`config.mk`:
```
export PLATFORM = sky130hd
export DESIGN_NAME = jk_seq_driver_flat
export DESIGN_NICKNAME = d
export VERILOG_FILES = /design/src/rtl/jk_seq_driver_if.sv /design/src/rtl/jk_seq_driver.sv /design/src/flat_wrapper.sv
export SDC_FILE = /design/constraint.sdc
export NUM_CORES = 1
export LEC_CHECK = 0
export CAP_MARGIN = 5
export CORE_AREA = 2 2 54 56
export CTS_CLUSTER_SIZE = 12
export DETAILED_ROUTE_END_ITERATION = 10
export DIE_AREA = 0 0 56 58
export PLACE_DENSITY_LB_ADDON = 0.08
export SLEW_MARGIN = 20
export SYNTH_ARGS = -nofsm -noshare
export SYNTH_HDL_FRONTEND = slang
export SYNTH_SLANG_ARGS = --single-unit
```
`constraint.sdc`:
```
create_clock -name clk -period 3.31 [get_ports clk]
set_input_delay 0.662 -clock clk [delete_from_list [all_inputs] [get_ports clk]]
set_output_delay 0.662 -clock clk [all_outputs]
set_load 0.05 [all_outputs]
```
`src/rtl/jk_seq_driver_if.sv`:
```
// jk_seq_driver_if
//   Bundles the sequence request, the J/K drive and the fed-back Q of the
//   JK sequence driver.
//   slave  : the driver side (jk_seq_driver).
//   master : the requester / flip-flop side.
//   Signals:
//     start      request to run a sequence (sampled only while idle)
//     pattern    target Q sequence, bit 0 first
//     len        number of bits to run, 0..WIDTH (larger values clamp)
//     q_fb       Q returned from the driven JK flip-flop
//     j, k       registered excitation toward the flip-flop
//     busy       sequence in progress
//     done       one-cycle pulse at the end of a sequence
//     mismatch   one-cycle pulse when a checked q_fb is wrong
//     err_count  mismatches in the current or last sequence (saturating)
interface jk_seq_driver_if #(
    parameter int WIDTH = 8
);
    localparam int LW = $clog2(WIDTH + 1);

    logic             start;
    logic [WIDTH-1:0] pattern;
    logic [LW-1:0]    len;
    logic             q_fb;
    logic             j;
    logic             k;
    logic             busy;
    logic             done;
    logic             mismatch;
    logic [LW-1:0]    err_count;

    modport slave (
        input  start, pattern, len, q_fb,
        output j, k, busy, done, mismatch, err_count
    );

    modport master (
        output start, pattern, len, q_fb,
        input  j, k, busy, done, mismatch, err_count
    );
endinterface

```
`src/rtl/jk_seq_driver.sv`:
```
// jk_seq_driver
//   Drives J/K excitation so that a JK flip-flop walks through a target bit
//   sequence, then checks the flip-flop's Q (q_fb) two edges after each
//   bit is driven.
//   Ports:
//     clk    rising-edge clock
//     reset  synchronous, active-high
//     bus    jk_seq_driver_if.slave (start/pattern/len/q_fb in,
//            j/k/busy/done/mismatch/err_count out)
//
//   state | meaning
//   ------+---------------------------------------------------------------
//   IDLE  | waiting for start; pattern/len latched on the accepting edge
//   RUN   | one pattern bit excited per edge, expected Q pushed to pipeline
//   DRAIN | J/K held at 0 while the last expected bit moves to stage 2
//   FIN   | final check, done pulse, busy drops
module jk_seq_driver #(
    parameter int WIDTH       = 8,
    parameter bit TOGGLE_MODE = 1'b0
) (
    input  logic            clk,
    input  logic            reset,
    jk_seq_driver_if.slave  bus
);
    localparam int            LW      = $clog2(WIDTH + 1);
    localparam logic [LW-1:0] LEN_MAX = LW'(WIDTH);
    localparam logic [LW-1:0] ERR_MAX = '1;

    typedef enum logic [1:0] {
        IDLE,
        RUN,
        DRAIN,
        FIN
    } state_t;

    state_t           state_q, state_d;
    logic [WIDTH-1:0] pat_q, pat_d;
    logic [LW-1:0]    rem_q, rem_d;
    logic             model_q, model_d;
    logic             s1_v_q, s1_v_d;
    logic             s1_e_q, s1_e_d;
    logic             s2_v_q, s2_v_d;
    logic             s2_e_q, s2_e_d;
    logic             j_q, j_d;
    logic             k_q, k_d;
    logic             busy_q, busy_d;
    logic             done_q, done_d;
    logic             mismatch_q, mismatch_d;
    logic [LW-1:0]    err_q, err_d;

    logic [LW-1:0]    len_clamped;
    logic             bit_t;
    logic             chk_fail;

    always_ff @(posedge clk) begin
        if (reset) begin
            state_q    <= IDLE;
            pat_q      <= '0;
            rem_q      <= '0;
            model_q    <= 1'b0;
            s1_v_q     <= 1'b0;
            s1_e_q     <= 1'b0;
            s2_v_q     <= 1'b0;
            s2_e_q     <= 1'b0;
            j_q        <= 1'b0;
            k_q        <= 1'b0;
            busy_q     <= 1'b0;
            done_q     <= 1'b0;
            mismatch_q <= 1'b0;
            err_q      <= '0;
        end else begin
            state_q    <= state_d;
            pat_q      <= pat_d;
            rem_q      <= rem_d;
            model_q    <= model_d;
            s1_v_q     <= s1_v_d;
            s1_e_q     <= s1_e_d;
            s2_v_q     <= s2_v_d;
            s2_e_q     <= s2_e_d;
            j_q        <= j_d;
            k_q        <= k_d;
            busy_q     <= busy_d;
            done_q     <= done_d;
            mismatch_q <= mismatch_d;
            err_q      <= err_d;
        end
    end

    always_comb begin
        len_clamped = (bus.len > LEN_MAX) ? LEN_MAX : bus.len;
        // The latched pattern shifts right each RUN edge, so bit 0 is always
        // the bit being driven.
        bit_t       = pat_q[0];
        chk_fail    = s2_v_q && (bus.q_fb != s2_e_q);

        state_d    = state_q;
        pat_d      = pat_q;
        rem_d      = rem_q;
        model_d    = model_q;
        s1_v_d     = 1'b0;
        s1_e_d     = s1_e_q;
        s2_v_d     = s1_v_q;
        s2_e_d     = s1_e_q;
        j_d        = 1'b0;
        k_d        = 1'b0;
        busy_d     = busy_q;
        done_d     = 1'b0;
        mismatch_d = chk_fail;
        err_d      = (chk_fail && (err_q != ERR_MAX)) ? err_q + LW'(1) : err_q;

        case (state_q)
            IDLE: begin
                if (bus.start) begin
                    pat_d   = bus.pattern;
                    rem_d   = len_clamped;
                    model_d = bus.q_fb;
                    err_d   = '0;
                    busy_d  = 1'b1;
                    state_d = (len_clamped == '0) ? FIN : RUN;
                end
            end
            RUN: begin
                if (model_q != bit_t) begin
                    if (TOGGLE_MODE) begin
                        j_d = 1'b1;
                        k_d = 1'b1;
                    end else begin
                        j_d = bit_t;
                        k_d = ~bit_t;
                    end
                end
                // model_q follows the intended Q, never q_fb, so a broken
                // flip-flop keeps mismatching instead of being re-tracked.
                model_d = bit_t;
                s1_v_d  = 1'b1;
                s1_e_d  = bit_t;
                pat_d   = pat_q >> 1;
                rem_d   = rem_q - LW'(1);
                if (rem_q == LW'(1)) begin
                    state_d = DRAIN;
                end
            end
            DRAIN: begin
                // Nothing is pushed here, so stage 1 empties on this edge and
                // the last expected bit is checked on the FIN edge, together
                // with the done pulse.
                state_d = FIN;
            end
            FIN: begin
                done_d  = 1'b1;
                busy_d  = 1'b0;
                state_d = IDLE;
            end
            default: begin
                state_d = IDLE;
            end
        endcase
    end

    assign bus.j         = j_q;
    assign bus.k         = k_q;
    assign bus.busy      = busy_q;
    assign bus.done      = done_q;
    assign bus.mismatch  = mismatch_q;
    assign bus.err_count = err_q;
endmodule

```
`src/flat_wrapper.sv`:
```
// flat-port wrapper written by rule: the top's interface ports become plain ports
module jk_seq_driver_flat 
#(
    parameter int WIDTH       = 8,
    parameter bit TOGGLE_MODE = 1'b0
)
  (clk, reset, bus_start, bus_pattern, bus_len, bus_q_fb, bus_j, bus_k, bus_busy, bus_done, bus_mismatch, bus_err_count);
  jk_seq_driver_if #(.WIDTH(WIDTH)) bus_i ();
  input  logic clk;
  input  logic reset;
  input wire logic [$bits(bus_i.start)-1:0] bus_start;
  input wire logic [$bits(bus_i.pattern)-1:0] bus_pattern;
  input wire logic [$bits(bus_i.len)-1:0] bus_len;
  input wire logic [$bits(bus_i.q_fb)-1:0] bus_q_fb;
  output wire logic [$bits(bus_i.j)-1:0] bus_j;
  output wire logic [$bits(bus_i.k)-1:0] bus_k;
  output wire logic [$bits(bus_i.busy)-1:0] bus_busy;
  output wire logic [$bits(bus_i.done)-1:0] bus_done;
  output wire logic [$bits(bus_i.mismatch)-1:0] bus_mismatch;
  output wire logic [$bits(bus_i.err_count)-1:0] bus_err_count;
  assign bus_i.start = bus_start;
  assign bus_i.pattern = bus_pattern;
  assign bus_i.len = bus_len;
  assign bus_i.q_fb = bus_q_fb;
  assign bus_j = bus_i.j;
  assign bus_k = bus_i.k;
  assign bus_busy = bus_i.busy;
  assign bus_done = bus_i.done;
  assign bus_mismatch = bus_i.mismatch;
  assign bus_err_count = bus_i.err_count;
  jk_seq_driver #(.WIDTH(WIDTH), .TOGGLE_MODE(TOGGLE_MODE)) u_core (.clk(clk), .reset(reset), .bus(bus_i));
endmodule
```
==> summary.txt <==
# nets final = 188
Mapped Cells = 140
Final global-route overflow total = 0
Post-synth top area cell = dfxtp_1
RSZ-0062 raised after global routing = false
Sequential share of power = 0.445
Worst EP required = 2650 ps
Max-cap violations = 0
Clock power frac = 0.120
F_max = 450 MHz
DR DRC count = 0
Routed WL = 2420 um
Final antenna diode count = 0
Clk sinks = 28
Setup CP Type = flip-flop to primary output
IO Port Bufs = 24
Slew Limit Fails = 0
Max stage delay on crit path = 830 ps
TritonRoute pass-1 iters = 4
Status = finished clean
Antenna violations before repair = 0
Syn nets = 164
Commonest non-fill, non-tap cells in the layout = 28 x dfxtp_1, 24 x clkdlybuf4s50_1, 21 x nor2_1, 11 x mux2i_1, 11 x a211oi_1
Ys flop type = dfxtp_1
Final setup fails = 0
Post-synth top area share = 0.437
First-pass GRT wire length = 4240 um
Internal Power = 0.682 mW
Worst-path fanout max = 4
Hold WC Path Type = flip-flop to flip-flop
Via/cell ratio = 5.38
Final Core Density = 0.586
Resize count post-CTS = 0
Final hold viol count = 0
Avg Cell Area, Syn = 9.17 um2
Grt met2 use = 0.279
Cts hold-fix bufs = 0
Final period util = 0.671
Distinct cells, synth = 31
Crit-path cells = clkdlybuf4s50_1
Number of routed nets with antenna violations = 0
Synthesis-stage register bit count = 28
Pwr/cell area = 712 nW/um2
Fraction of registers with async set or reset after synthesis = 0
Num rows = 19
Root Buffer = clkbuf_4
Startpoint Class = flip-flop
Post-CTS Setup Bufs = 0
Fin crit period = 2220 ps
I/O pins = 25
Worst setup EP type = primary output
EDFF count, synth = 0
Filler cells = 272
Slowest CP cell = clkdlybuf4s50_1
Sequential element share of the synthesized area = 0.437
LEAKAGE = 0.592 nW
Area growth syn-to-layout = 21.5%
Worst slew margin = 0.404
Largest net degree at the start of global routing = 26
Die area = 3250 um2
Top delay family on crit path = buffers and inverters
DIE HEIGHT = 58 um
Post-Route Setup TNS = 0 ps
Layout cells sized above 1 = 0.0556
Synth area leaders = dfxtp_1 44%, mux2i_1 8.6%, ha_1 7.8%
CTS tree = yes
Gpl congestion = 0.837
Avg WL per Cell = 12.5 um
WP buf/inv = 1
DR iter-0 viols = 25
CTS Buffer Depth = 2
Vias in the first global route = 996
Core ar. = 2660 um2
Reg clk slew, reported paths = 130 ps
Total number of vias = 1,039
M3 GR Usage = 0.0246
Clk_lat worst skew = 320 ps
Total Power = 1.11 mW
TritonCTS Buffers = 3
Net Sw Frac = 0.387
Starting Density = 0.482
Arrival time worst endpoint = 1560 ps
Sw Pwr = 0.430 mW
Busiest grt layer = met2
Htree depth = 1
Syn Std Cell Area = 1280 um2
Die width = 56 um
Clk_skew = 4.99 ps
Part of the power in combinational logic = 0.434
Worst Tran Pin Value = 891 ps
Commonest non-fill, non-tap cell in the layout = dfxtp_1
Yosys warnings = 0
GRT Total Usage = 0.163
GRT met1 Usage = 0.207
Max IR drop VDD = 488 uV
Post-DP HPWL = 1740 um
## power by group through the flow
stage | sequential [mW] | combinational, mW | clock [mW]
floorplan | 0.517 | 0.365 | 0
detailed placement | 0.502 | 0.482 | 0
global route | 0.506 | 0.546 | 0.157
CTS | 0.493 | 0.486 | 0.144
finish | 0.495 | 0.483 | 0.134
global placement | 0.498 | 0.469 | 0
## cell type report
cell class / instances / area [um2] / area share
clock buffer: 3 / 22.5 / 0.0144
inverter: 6 / 22.5 / 0.0144
multi-input combinational: 100 / 668 / 0.428
sequential: 28 / 561 / 0.359
tap: 31 / 38.8 / 0.0249
timing repair buffer: 25 / 248 / 0.159
## kinds of logic (layout without fill, tap and decap cells)
logic type / Yosys count / in the layout / share of synthesized area
compound gates: 27 / 27 / 0.144
xor+xnor: 3 / 3 / 0.0205
fa+ha+maj: 8 / 8 / 0.0780
mux: 11 / 11 / 0.0858
buf+inv: 12 / 34 / 0.0429
flops: 28 / 28 / 0.437
simple gates: 51 / 51 / 0.192
## cell usage after synthesis (2+ instances only)
cell,number
o21ai_0,4
nand3_1,6
buf_4,2
nor2_1,21
nor2b_1,4
buf_2,2
nor4b_1,2
ha_1,8
nor3_1,3
a211oi_1,11
dfxtp_1,28
xor2_1,3
nand2b_1,2
nand2_1,7
inv_1,5
mux2i_1,11
a31oi_1,2
a21oi_1,5
clkbuf_1,2
## stage by stage
step	instance area, um2	hold WS (ps)	cells	setup WS, ps
3_5_place_dp	1540	428	190	1100
3_3_place_gp	1540	423	190	1140
6_report	1560	458	193	1090
2_1_floorplan	1280	411	140	1780
4_1_cts	1560	458	193	1060
5_1_grt	1560	476	193	959
## sequential cells by signal (all words and copies together), names as in the netlist
register / flops
u_core.s2_v_q: 1
u_core.pat_q: 8
u_core.s1_v_q: 1
u_core.bus.err_count: 4
u_core.bus.mismatch: 1
u_core.state_q: 2
u_core.model_q: 1
u_core.bus.done: 1
u_core.s2_e_q: 1
u_core.bus.busy: 1
u_core.s1_e_q: 1
u_core.bus.j: 1
u_core.bus.k: 1
u_core.rem_q: 4
## worst paths after layout
check,start,to,slack [ps],depth (start not counted)
setup / recovery,u_core.bus.err_count[0],bus_err_count[0],1090,1
hold / removal,u_core.s1_v_q,u_core.s2_v_q,460,1
setup reg to reg,u_core.state_q[1],u_core.rem_q[1],1180,7
hold reg to reg,u_core.s1_v_q,u_core.s2_v_q,460,1
## layer usage
metal / routed length, um / part of all wire / vias to the layer above
met5: 0 / 0 / -
met4: 18 / 0.0075 / 0
met3: 76 / 0.031 / 2
met2: 1150 / 0.48 / 14
met1: 1170 / 0.48 / 483
li1: - / - / 540
Note: power is estimated with default switching activity, not from simulation.
==> RTL edit 1 (same settings) <==
Reset style: asynchronous (`reset`), changed in one clocked block.
--- a/src/rtl/jk_seq_driver.sv
+++ b/src/rtl/jk_seq_driver.sv
@@ -52,7 +52,7 @@
     logic             bit_t;
     logic             chk_fail;
 
-    always_ff @(posedge clk) begin
+    always_ff @(posedge clk or posedge reset) begin
         if (reset) begin
             state_q    <= IDLE;
             pat_q      <= '0;
Function: differs if reset is asserted again (counterexample within 4 cycles, from zero or initial values and one cycle with reset high); with reset held inactive, the same outputs for 10 cycles.
==> RTL edit 1 against the unedited design <==
Wire length increased by 0.62%; sequential power rose by 18%; final area rose by 8.0%; critical path depth stayed put; worst setup slack worse by 0.050 ns; critical endpoint is now bus_err_count[2]; power rose by 36%; die area unchanged; sequential cell count did not move; synthesized area grew 6.4%; largest cell class is now sequential cells.
==> RTL edit 1: results (changes against the unedited design) <==
Status = complete, no violations (unchanged)
Largest net degree at the start of global routing = 29 (was 26)
H-tree depth = 1 (unchanged)
Mapped Cells = 131 (was 140)
Routability cong. = 0.757 (was 0.837)
Vias/cell = 5.42 (was 5.38)
Vias in the first global route = 976 (was 996)
Critical path arrival = 1.61 ns (was 1.56 ns)
Switching power total = 0.650 mW (was 0.430 mW)
Synth top area cells = dfrtp_1, mux2i_1, ha_1, nand2_1, o21ai_0 (was dfxtp_1, mux2i_1, ha_1, a211oi_1, nor2_1)
Post-synth ARST share = 1.00 (was 0)
Via count = 1025 (was 1039)
Peak supply drop = 585 µV (was 488 µV)
Layout cell share with drive strength beyond 1 = 0.0633 (was 0.0556)
Part of the Yosys area used for sequential elements = 0.513 (was 0.437)
Initial DRC Count = 23 (was 25)
Pwr/cell area = 899 mW/mm² (was 712 mW/mm²)
Clk buf depth = 2 (unchanged)
Syn nets = 155 (was 164)
Sequential Power = 0.582 mW (was 0.495 mW)
Detailed placer's ending HPWL = 1760 µm (was 1740 µm)
Top_reg_cell synth = dfrtp_1 (was dfxtp_1)
Total GRT Usage = 0.168 (was 0.163)
Final net count = 183 (was 188)
First-pass GRT wire length = 4310 µm (was 4240 µm)
Crit path max fanout = 6 (was 4)
Post-Place Setup Slack = 1.20 ns (was 1.10 ns)
Clk slew on worst S/H paths = 0.14 ns
Worst slew margin = 0.667 (was 0.404)
Synth top cells by count = dfrtp_1, nand2_1, mux2i_1 (was dfxtp_1, nor2_1, a211oi_1, mux2i_1, ha_1)
Clk pwr = 0.164 mW (was 0.134 mW)
# placed instances = 185 (was 190)
Worst path top cell family by delay = buffers and inverters (unchanged)
Synth unique cells = 34 (was 31)
Pleak = 0.774 nW (was 0.592 nW)
Clock Skews = 0.00451 ns (was 0.00499 ns)
==> RTL edit 1: logic make-up (layout without fill, tap and decap cells) <==
| family | after synthesis | after routing | share of synthesized area |
|---|---|---|---|
| adders and majority gates | 8 | 8 | 0.0733 |
| and+or+nand+nor | 40 | 40 | 0.140 |
| muxes | 13 | 13 | 0.0980 |
| buffers and inverters | 13 | 40 | 0.0385 |
| DFF | 28 | 28 | 0.513 |
| xor gates and xnor gates | 2 | 2 | 0.0128 |
| AOI/OAI and AO/OA | 27 | 27 | 0.125 |
==> RTL edit 1: final cells by class <==
type / count / area [µm²]
Multi-Input combinational cell: 90 / 613
Fill cell: 254 / 977
Tap cell: 31 / 38.8
Sequential cell: 28 / 701
Timing Repair Buffer: 27 / 263
Clock buffer: 4 / 36.3
Inverter: 9 / 33.8
==> RTL edit 1: path summary, 6_finish.rpt <==
kind / startpoint / endpoint / slack (ns) / cells after the start
min in group asynchronous: reset / u_core.bus.k$_DFF_PP0_ / 0.69 / 3
max in group asynchronous: reset / u_core.s1_v_q$_DFF_PP0_ / 2.37 / 3
worst min-delay path: u_core.s1_v_q$_DFF_PP0_ / u_core.s2_v_q$_DFF_PP0_ / 0.37 / 0
worst max-delay path: u_core.bus.err_count[2]$_DFF_PP0_ / bus_err_count[2] / 1.04 / 1
worst max register to register: u_core.state_q[1]$_DFFE_PP0P_ / u_core.rem_q[0]$_DFFE_PP0P_ / 1.47 / 7
worst min register to register: u_core.s1_v_q$_DFF_PP0_ / u_core.s2_v_q$_DFF_PP0_ / 0.37 / 0
==> RTL edit 1: routing by layer <==
metal  track usage  wire length, µm  share of wire
met1         0.225             1120           0.46
met5             0                0              0
met2         0.279             1190           0.49
met4        0.0646               17         0.0070
met3        0.0223               96          0.040
==> RTL edit 2 (same settings) <==
Made on the original files. `TOGGLE_MODE` is set to 1'b0 in 2 places; all go to 1'b1.
--- a/src/rtl/jk_seq_driver.sv
+++ b/src/rtl/jk_seq_driver.sv
@@ -16,7 +16,7 @@
 //   FIN   | final check, done pulse, busy drops
 module jk_seq_driver #(
     parameter int WIDTH       = 8,
-    parameter bit TOGGLE_MODE = 1'b0
+    parameter bit TOGGLE_MODE = 1'b1
 ) (
     input  logic            clk,
     input  logic            reset,
--- a/src/flat_wrapper.sv
+++ b/src/flat_wrapper.sv
@@ -2,7 +2,7 @@
 module jk_seq_driver_flat 
 #(
     parameter int WIDTH       = 8,
-    parameter bit TOGGLE_MODE = 1'b0
+    parameter bit TOGGLE_MODE = 1'b1
 )
   (clk, reset, bus_start, bus_pattern, bus_len, bus_q_fb, bus_j, bus_k, bus_busy, bus_done, bus_mismatch, bus_err_count);
   jk_seq_driver_if #(.WIDTH(WIDTH)) bus_i ();
Behaviour: not the same (Yosys sat finds a counterexample within 4 cycles, from zero or initial values and one cycle with reset high).
==> RTL edit 2 against the unedited design <==
Maximum frequency is 1.3% lower; final area is 0.64% lower; non-clock buffer count is 1 higher; wire length is 1.3% higher; critical path depth stayed put; synthesized area is 1.2% lower; critical path type unchanged; sequential cell count is 1 lower; worst setup slack worse by 0.029 ns; sequential power is 2% lower; critical endpoint unchanged; utilization is 0.38 points lower; power is 2.0% higher.
==> RTL edit 2: results (changes against the unedited design) <==
Part of the Yosys area used for sequential elements = 0.426 (was 0.437)
Initial DRC Count = 50 (was 25)
Final net count = 186 (was 188)
Syn nets = 162 (was 164)
Layout fillers = 249 (was 272)
Synth top area cells = dfxtp_1, mux2i_1, ha_1, a211oi_1, nor2_1 (unchanged)
Detailed placer's ending HPWL = 1820 µm (was 1740 µm)
Peak supply drop = 541 µV (was 488 µV)
Routability cong. = 0.820 (was 0.837)
Via count = 1024 (was 1039)
Pleak = 0.588 nW (was 0.592 nW)
Status = complete, no violations (unchanged)
Worst path top cell family by delay = buffers and inverters (unchanged)
Total GRT Usage = 0.165 (was 0.163)
R2R depth = 6 (was 7)
Critical path arrival = 1.59 ns (was 1.56 ns)
Clk slew on worst S/H paths = 0.16 ns (was 0.13 ns)
Synth top cells by count = dfxtp_1, nor2_1, a211oi_1, mux2i_1, ha_1 (unchanged)
Layout cell share with drive strength beyond 1 = 0.0559 (was 0.0556)
First-pass GRT wire length = 4270 µm (was 4240 µm)
Clock Skews = 0.00722 ns (was 0.00499 ns)
Hold path start = u_core.s1_v_q$_SDFF_PP0_ (unchanged)
Wirelength, routed = 2450 µm (was 2420 µm)
Clk buf depth = 2 (unchanged)
Crit-path max cell delay = 0.83 ns (about the same)
Largest net degree at the start of global routing = 24 (was 26)
Post-Place Setup Slack = 1.19 ns (was 1.10 ns)
R2r setup slk = 1.46 ns (was 1.18 ns)
Vias in the first global route = 1021 (was 996)
[RTL edit 2: area by class of cell]
class,count,area [µm²],share of cell area
repair buffers,26,255,0.165
well taps,31,38.8,0.0250
inverters,6,22.5,0.0145
flip-flops and latches,27,541,0.349
clock buffers,3,22.5,0.0145
multi-input cells,98,663,0.428
clock inverters,1,7.51,0.00484
[RTL edit 2: stage by stage]
step / cells / util / hold slack, ns / instance area, µm²
floorplan: 138 / - / 0.414 / 1270
global route: 192 / 0.582 / 0.476 / 1550
global placement: 188 / 0.571 / 0.422 / 1520
CTS: 192 / 0.582 / 0.461 / 1550
detailed placement: 188 / 0.571 / 0.429 / 1520
finish: 192 / 0.582 / 0.457 / 1550
[RTL edit 2: how the worst max path moves through the flow]
stage / endpoint / slack [ns] / cells past startpoint
after floorplan: bus_k / 1.75 / 1
after global placement: u_core.rem_q[2]$_SDFFE_PP0P_ / 1.20 / 5
after detailed placement: u_core.rem_q[2]$_SDFFE_PP0P_ / 1.19 / 5
after CTS: bus_err_count[0] / 1.05 / 1
after global routing: bus_err_count[0] / 0.98 / 1
final: bus_err_count[0] / 1.06 / 1
[RTL edit 2: power by group]
part | switching [mW] | internal (mW) | leakage [nW] | total [mW]
logic | 0.283 | 0.220 | 0.352 | 0.503
registers | 0.0635 | 0.420 | 0.221 | 0.483
clock network | 0.101 | 0.0462 | 0.0139 | 0.148
total | 0.448 | 0.686 | 0.588 | 1.13
[RTL edit 2: logic make-up after synthesis]
logic type      count (synthesis)  synth area share
fa+ha+maj                       8            0.0789
compound gates                 25             0.141
buf+inv                        13            0.0513
xor+xnor                        4            0.0276
flops                          27             0.426
simple gates                   49             0.180
mux                            12            0.0957
[RTL edit 2: per-layer routing]
layer / share of wire / vias to the layer above / routed length, µm / GRT usage
met5: 0 / - / 0 / 0
met4: 0.0094 / 0 / 23 / 0.0816
met3: 0.036 / 2 / 87 / 0.0223
met2: 0.51 / 21 / 1240 / 0.314
met1: 0.45 / 475 / 1100 / 0.178
li1: - / 526 / - / -
